--- config.mk ---
export PLATFORM = sky130hd
export DESIGN_NAME = uart_tx_engine
export DESIGN_NICKNAME = d
export VERILOG_FILES = /design/src/rtl/uart_tx_engine.sv
export SDC_FILE = /design/constraint.sdc
export NUM_CORES = 1
export LEC_CHECK = 0
export CAP_MARGIN = 20
export CORE_MARGIN = 5
export CORE_UTILIZATION = 25
export CTS_CLUSTER_DIAMETER = 50
export DETAILED_ROUTE_END_ITERATION = 16
export GPL_ROUTABILITY_DRIVEN = 0
export GPL_TIMING_DRIVEN = 0
export PLACE_DENSITY_LB_ADDON = 0.3
export SYNTH_ARGS = -nofsm -noshare
export SYNTH_HDL_FRONTEND = slang
export SYNTH_SLANG_ARGS = --single-unit
export TNS_END_PERCENT = 10
--- constraint.sdc ---
create_clock -name clk -period 5.09 [get_ports clk]
set_input_delay 0.7635 -clock clk [delete_from_list [all_inputs] [get_ports clk]]
set_output_delay 0.7635 -clock clk [all_outputs]
set_load 0.005 [all_outputs]
--- src/rtl/uart_tx_engine.sv ---
// UART transmit engine with an integrated baud timer and a valid/ready payload port.
// Supports 5..MAX_DATA_WIDTH data bits, bit order, parity, stop length and break.
module uart_tx_engine #(
    parameter int unsigned MAX_DATA_WIDTH = 9,
    parameter int unsigned DIV_WIDTH      = 16,
    parameter int unsigned LEN_W          = $clog2(MAX_DATA_WIDTH + 1)
) (
    input  logic                      clk,
    input  logic                      rst,
    input  logic [DIV_WIDTH-1:0]      baud_div,
    input  logic [MAX_DATA_WIDTH-1:0] data_in,
    input  logic                      data_valid,
    output logic                      data_ready,
    input  logic [LEN_W-1:0]          data_bits,
    input  logic [2:0]                parity_mode,
    input  logic [1:0]                stop_mode,
    input  logic                      msb_first,
    input  logic                      break_req,
    output logic                      tx,
    output logic                      busy,
    output logic                      done
);

    localparam int unsigned CNT_W    = $clog2(MAX_DATA_WIDTH);
    localparam int unsigned TMR_W    = DIV_WIDTH + 1;
    localparam int unsigned MIN_BITS = 5;

    typedef enum logic [2:0] {
        S_IDLE,
        S_START,
        S_DATA,
        S_PARITY,
        S_STOP,
        S_BREAK,
        S_GUARD
    } state_e;

    state_e                  state_q, state_d;
    logic [TMR_W-1:0]        timer_q, timer_d;
    logic [CNT_W-1:0]        bit_cnt_q, bit_cnt_d;
    logic                    tx_q, tx_d;
    logic                    busy_q, busy_d;
    logic                    done_q, done_d;

    logic [MAX_DATA_WIDTH-1:0] data_q;
    logic [LEN_W-1:0]          nbits_q;
    logic [2:0]                pmode_q;
    logic [1:0]                smode_q;
    logic                      msb_q;
    logic [DIV_WIDTH-1:0]      div_q;

    logic                      cfg_load;
    logic                      brk_load;
    logic                      accept;
    logic                      tick;
    logic                      last_bit;
    logic                      par_en;
    logic                      par_bit;
    logic                      ones_odd;
    logic [DIV_WIDTH-1:0]      div_in_eff;
    logic [LEN_W-1:0]          nbits_in;
    logic [TMR_W-1:0]          start_tmr;
    logic [TMR_W-1:0]          bit_tmr;
    logic [TMR_W-1:0]          stop_tmr;
    logic [MAX_DATA_WIDTH-1:0] data_mask;
    logic [MAX_DATA_WIDTH-1:0] data_sh;
    logic [LEN_W-1:0]          bit_idx;

    // Incoming configuration, normalised before it is latched.
    assign div_in_eff = (baud_div == '0) ? DIV_WIDTH'(1) : baud_div;
    assign nbits_in   = (data_bits < LEN_W'(MIN_BITS))       ? LEN_W'(MIN_BITS) :
                        (data_bits > LEN_W'(MAX_DATA_WIDTH)) ? LEN_W'(MAX_DATA_WIDTH) :
                                                               data_bits;

    assign tick      = (timer_q == '0);
    assign start_tmr = TMR_W'(div_in_eff) - TMR_W'(1);
    assign bit_tmr   = TMR_W'(div_q) - TMR_W'(1);
    assign last_bit  = (LEN_W'(bit_cnt_q) == (nbits_q - LEN_W'(1)));
    assign par_en    = (pmode_q >= 3'b001) && (pmode_q <= 3'b100);

    always_comb begin
        case (smode_q)
            2'b00:   stop_tmr = TMR_W'(div_q) - TMR_W'(1);
            2'b01:   stop_tmr = TMR_W'(div_q) + TMR_W'(div_q >> 1) - TMR_W'(1);
            default: stop_tmr = {div_q, 1'b0} - TMR_W'(1);
        endcase
    end

    // Parity covers only the configured number of data bits.
    always_comb begin
        data_mask = '0;
        for (int i = 0; i < int'(MAX_DATA_WIDTH); i++) begin
            data_mask[i] = (i < int'(nbits_q));
        end
        ones_odd = ^(data_q & data_mask);
        case (pmode_q)
            3'b001:  par_bit = ~ones_odd;
            3'b010:  par_bit = ones_odd;
            3'b011:  par_bit = 1'b1;
            default: par_bit = 1'b0;
        endcase
    end

    assign data_ready = ~rst & ~break_req &
                        ((state_q == S_IDLE) || ((state_q == S_STOP) && tick));
    assign accept     = data_valid & data_ready;

    always_ff @(posedge clk) begin
        if (rst) begin
            state_q   <= S_IDLE;
            timer_q   <= '0;
            bit_cnt_q <= '0;
            tx_q      <= 1'b1;
            busy_q    <= 1'b0;
            done_q    <= 1'b0;
        end else begin
            state_q   <= state_d;
            timer_q   <= timer_d;
            bit_cnt_q <= bit_cnt_d;
            tx_q      <= tx_d;
            busy_q    <= busy_d;
            done_q    <= done_d;
        end
    end

    always_comb begin
        state_d   = state_q;
        timer_d   = tick ? '0 : timer_q - TMR_W'(1);
        bit_cnt_d = bit_cnt_q;
        cfg_load  = 1'b0;
        brk_load  = 1'b0;
        case (state_q)
            S_IDLE: begin
                if (break_req) begin
                    state_d  = S_BREAK;
                    brk_load = 1'b1;
                    timer_d  = '0;
                end else if (accept) begin
                    state_d  = S_START;
                    cfg_load = 1'b1;
                    timer_d  = start_tmr;
                end
            end
            S_START: begin
                if (tick) begin
                    state_d   = S_DATA;
                    timer_d   = bit_tmr;
                    bit_cnt_d = '0;
                end
            end
            S_DATA: begin
                if (tick) begin
                    if (last_bit) begin
                        bit_cnt_d = '0;
                        if (par_en) begin
                            state_d = S_PARITY;
                            timer_d = bit_tmr;
                        end else begin
                            state_d = S_STOP;
                            timer_d = stop_tmr;
                        end
                    end else begin
                        bit_cnt_d = bit_cnt_q + CNT_W'(1);
                        timer_d   = bit_tmr;
                    end
                end
            end
            S_PARITY: begin
                if (tick) begin
                    state_d = S_STOP;
                    timer_d = stop_tmr;
                end
            end
            S_STOP: begin
                // Final stop clock: a waiting payload chains straight into the next start bit.
                if (tick) begin
                    if (accept) begin
                        state_d  = S_START;
                        cfg_load = 1'b1;
                        timer_d  = start_tmr;
                    end else begin
                        state_d = S_IDLE;
                    end
                end
            end
            S_BREAK: begin
                if (!break_req) begin
                    state_d = S_GUARD;
                    timer_d = bit_tmr;
                end
            end
            S_GUARD: begin
                if (tick) begin
                    state_d = S_IDLE;
                end
            end
            default: state_d = S_IDLE;
        endcase
    end

    // Registered line/status values derived from the upcoming state.
    always_comb begin
        tx_d    = 1'b1;
        bit_idx = msb_q ? (nbits_q - LEN_W'(1) - LEN_W'(bit_cnt_d)) : LEN_W'(bit_cnt_d);
        data_sh = data_q >> bit_idx;
        case (state_d)
            S_START:  tx_d = 1'b0;
            S_DATA:   tx_d = data_sh[0];
            S_PARITY: tx_d = par_bit;
            S_BREAK:  tx_d = 1'b0;
            default:  tx_d = 1'b1;
        endcase
        busy_d = (state_d != S_IDLE);
        done_d = (state_d == S_STOP) && (timer_d == '0);
    end

    // Frame configuration; a break captures only the divisor that times its guard interval.
    always_ff @(posedge clk) begin
        if (rst) begin
            data_q  <= '0;
            nbits_q <= LEN_W'(MIN_BITS);
            pmode_q <= '0;
            smode_q <= '0;
            msb_q   <= 1'b0;
            div_q   <= DIV_WIDTH'(1);
        end else if (cfg_load) begin
            data_q  <= data_in;
            nbits_q <= nbits_in;
            pmode_q <= parity_mode;
            smode_q <= stop_mode;
            msb_q   <= msb_first;
            div_q   <= div_in_eff;
        end else if (brk_load) begin
            div_q   <= div_in_eff;
        end
    end

    assign tx   = tx_q;
    assign busy = busy_q;
    assign done = done_q;

endmodule

==> results.cfg <==
[final_layout]
final_common_cell = nor2_1
n_antenna_cell = 0
layout.nets = 1012
final_cell_mix = nor2_1 (97), nand2_1 (85), a21oi_1 (75)
drive_above_1_share_pct = 5.525
register_area_mm2 = 0.001241
multiInputGateArea_mm2 = 0.004656
fin_area_mm2 = 0.007432
nFillCells = 2790
syn2layout_area_growth_pct = 18.33

[floorplanning]
chipWidth_um = 168.5
core_area_mm2 = 0.02496
initial_utilization_pct = 25.16
rows = 58
dieArea_mm2 = 0.02839
num_io_pins = 43
die_h_um = 168.5

[drt]
drcViolationCount = 0
drt-pass1-iter-count = 6
viasPerCell = 5.298
vias = 6638
drt_iter0_drc = 599
ant_nets = 0
wl_per_cell_um = 17.94
wl_um = 22480

[place]
post_dp_cell_area_mm2 = 0.007113
io_buffers = 40
dp_hpwl_um = 17840

[global_route]
grt_start_max_net_pins = 11
grt_remaining_overflow = 0
antenna_found_initial = 0
grt_pass1_vias = 6190
grt_first_pass_wirelength_um = 35350
track_usage_pct = 15.55

[sta]
fin_skew_ns = 0.004410
hold_viol_final = 0
rsz0062_at_grt = false
finalSetupTns_ns = 0
setup_viol = 0
tightest_slew_ns = 0.8854
relSlewSlack_pct = 40.43
final_max_slew_viol_count = 0
max_freq_mhz = 205.2
finalCritPeriodShare_pct = 95.73
worst_hold_slack_ns = 0.4750
timing.final.crit_period_ns = 4.872

[synth]
yosys_warnings = 0
synth-seq-area-share_pct = 19.76
synth_area_per_cell_um2 = 7.261
ys_ff_latch = 62
synth-edff-count = 0
yosysTopAreaCell = dfxtp_1
synth_area_leaders = dfxtp_1 (20%), ha_1 (10%), xnor2_1 (6.4%)
ys_async_sr_fraction_pct = 0
synth_top_area_share_pct = 19.76
ys.flop_type = dfxtp_1
synth_cells = 865
syn_area_mm2 = 0.006281
synth_cell_types = 83
syn-num-nets = 958

[clock_tree]
path_clk_slew_ns = 0.06
cts_tree = yes
clockRootBuffer = clkbuf_16
cts.sinks = 62
max-clock-path-buffers = 2
htree_num_levels = 3
insertion_delay_ns = 0.34
numCtsBuffers = 9
cts_hold_buf = 0

[power]
combinationalPowerShare_pct = 72.9
leakagePower_nw = 2.782
power_frac_seq_pct = 14.8
p_clk_share_pct = 12.3
internal_power_mw = 2.306
netSwitchingPower_mw = 2.507
vdd_ir_drop_max_v = 0.0002663
power_density_mw_per_mm2 = 647.5
sw_frac_of_total_pct = 52.09

[worst_setup_path]
worst-setup-path-type = in -> reg
worstPathArrival_ns = 5.14
worstSetupStartpointType = primary input
reg2reg_slack_ns = 0.44
worstPathMaxFanout = 6
startpoint = baud_div[11]
r2r-start = timer_q[0]
crit_path_end_kind = flop
critPathRequiredTime_ns = 5.36

[flow_run]
maxCapViolations = 0

[min_path]
hp-start = pmode_q[2]
holdCritPathClass = reg -> reg

[run_status]
run_status = completed
[repair_timing]
action                                  4_1_cts  5_1_grt
resized for setup                             1        7
buffers inserted                              0        0
endpoints found under the setup margin        1        2
[per-stage QoR]
stage,setup slack (ns),utilization [%],std cells,power [mW]
2_1_floorplan,1.227,-,865,3.208
3_3_place_gp,-0.4224,28.42,1235,4.109
3_5_place_dp,-0.3460,28.49,1237,4.127
4_1_cts,0.01558,29.61,1252,4.738
5_1_grt,0.06189,29.77,1253,5.209
6_report,0.2176,29.77,1253,4.812
[worst max-delay path: stages]
cell             delay (ns)
clkdlybuf4s50_1        0.55
or3_1                  0.46
nor3_2                 0.27
a41o_2                 0.33
inv_1                  0.08
ha_1                   0.27
xnor2_2                0.22
nor3_1                 0.09
a21boi_0               0.19
o21ai_0                0.15
nor4_2                 0.33
a21oi_1                0.12
nor4_1                 0.37
nand4_1                0.23
a2111oi_2              0.38
nand4_1                0.15
nor3b_2                0.19
[synthesized netlist by cell type (all sizes together) (11+ instances only)]
| cell type | count |
|---|---|
| nor2 | 98 |
| mux2i | 11 |
| a211oi | 14 |
| inv | 67 |
| xnor2 | 46 |
| nand2b | 14 |
| a31oi | 13 |
| nor2b | 21 |
| nor3 | 28 |
| nand3 | 12 |
| a21oi | 76 |
| o21ai | 45 |
| ha | 51 |
| dfxtp | 62 |
| or3 | 13 |
| nor4 | 15 |
| nand2 | 86 |
| xor2 | 13 |
| clkbuf | 30 |
[cell type report]
cell class	count	share of cell area (%)
Tap cell	330	5.556
Clock inverter	3	0.2694
Multi-Input combinational cell	697	62.64
Sequential cell	62	16.70
Buffer	37	2.172
Timing Repair Buffer	43	5.724
Clock buffer	12	3.451
Inverter	69	3.485
[sequential cells by signal (all words and copies together) (netlist names)]
signal / flops
pmode_q: 3
nbits_q: 4
busy: 1
data_q: 9
div_q: 16
smode_q: 2
tx: 1
bit_cnt_q: 4
msb_q: 1
timer_q: 17
state_q: 3
done: 1
[path summary, 6_finish.rpt]
kind	cells after the start	end
max	17	done
min	2	pmode_q[2]
max reg2reg	17	tx
min reg2reg	2	pmode_q[2]
[metal layers]
| metal | track usage (%) | routed length [um] | up-vias | share of wire, % |
|---|---|---|---|---|
| li1 | - | - | 3220 | - |
| met1 | 21.59 | 10330 | 3124 | 46 |
| met2 | 24.84 | 10160 | 241 | 45 |
| met3 | 2.102 | 1309 | 53 | 5.8 |
| met4 | 5.363 | 681 | 0 | 3.0 |
| met5 | 0 | 0 | - | 0 |
[kinds of logic (layout without fill, tap and decap cells)]
logic type               Yosys count  count (layout)  synth area share, %
AND/OR/NAND/NOR                  319             319                24.60
multiplexers                      15              15                2.470
XOR/XNOR                          60              60                8.606
AO/OA/AOI/OAI                    249             249                26.75
buffers and inverters            106             164                6.693
adder cells (fa/ha/maj)           54              54                11.12
flip-flops                        62              62                19.76
[power by group through the flow]
stage	clock network, mW	logic, mW	registers (mW)
after global placement	0	3.39	0.718
after CTS	0.599	3.43	0.710
after detailed placement	0	3.41	0.720
final	0.590	3.51	0.713
after floorplan	0	2.52	0.690
after global routing	0.620	3.86	0.730
Power figures use the tool's default switching activity.
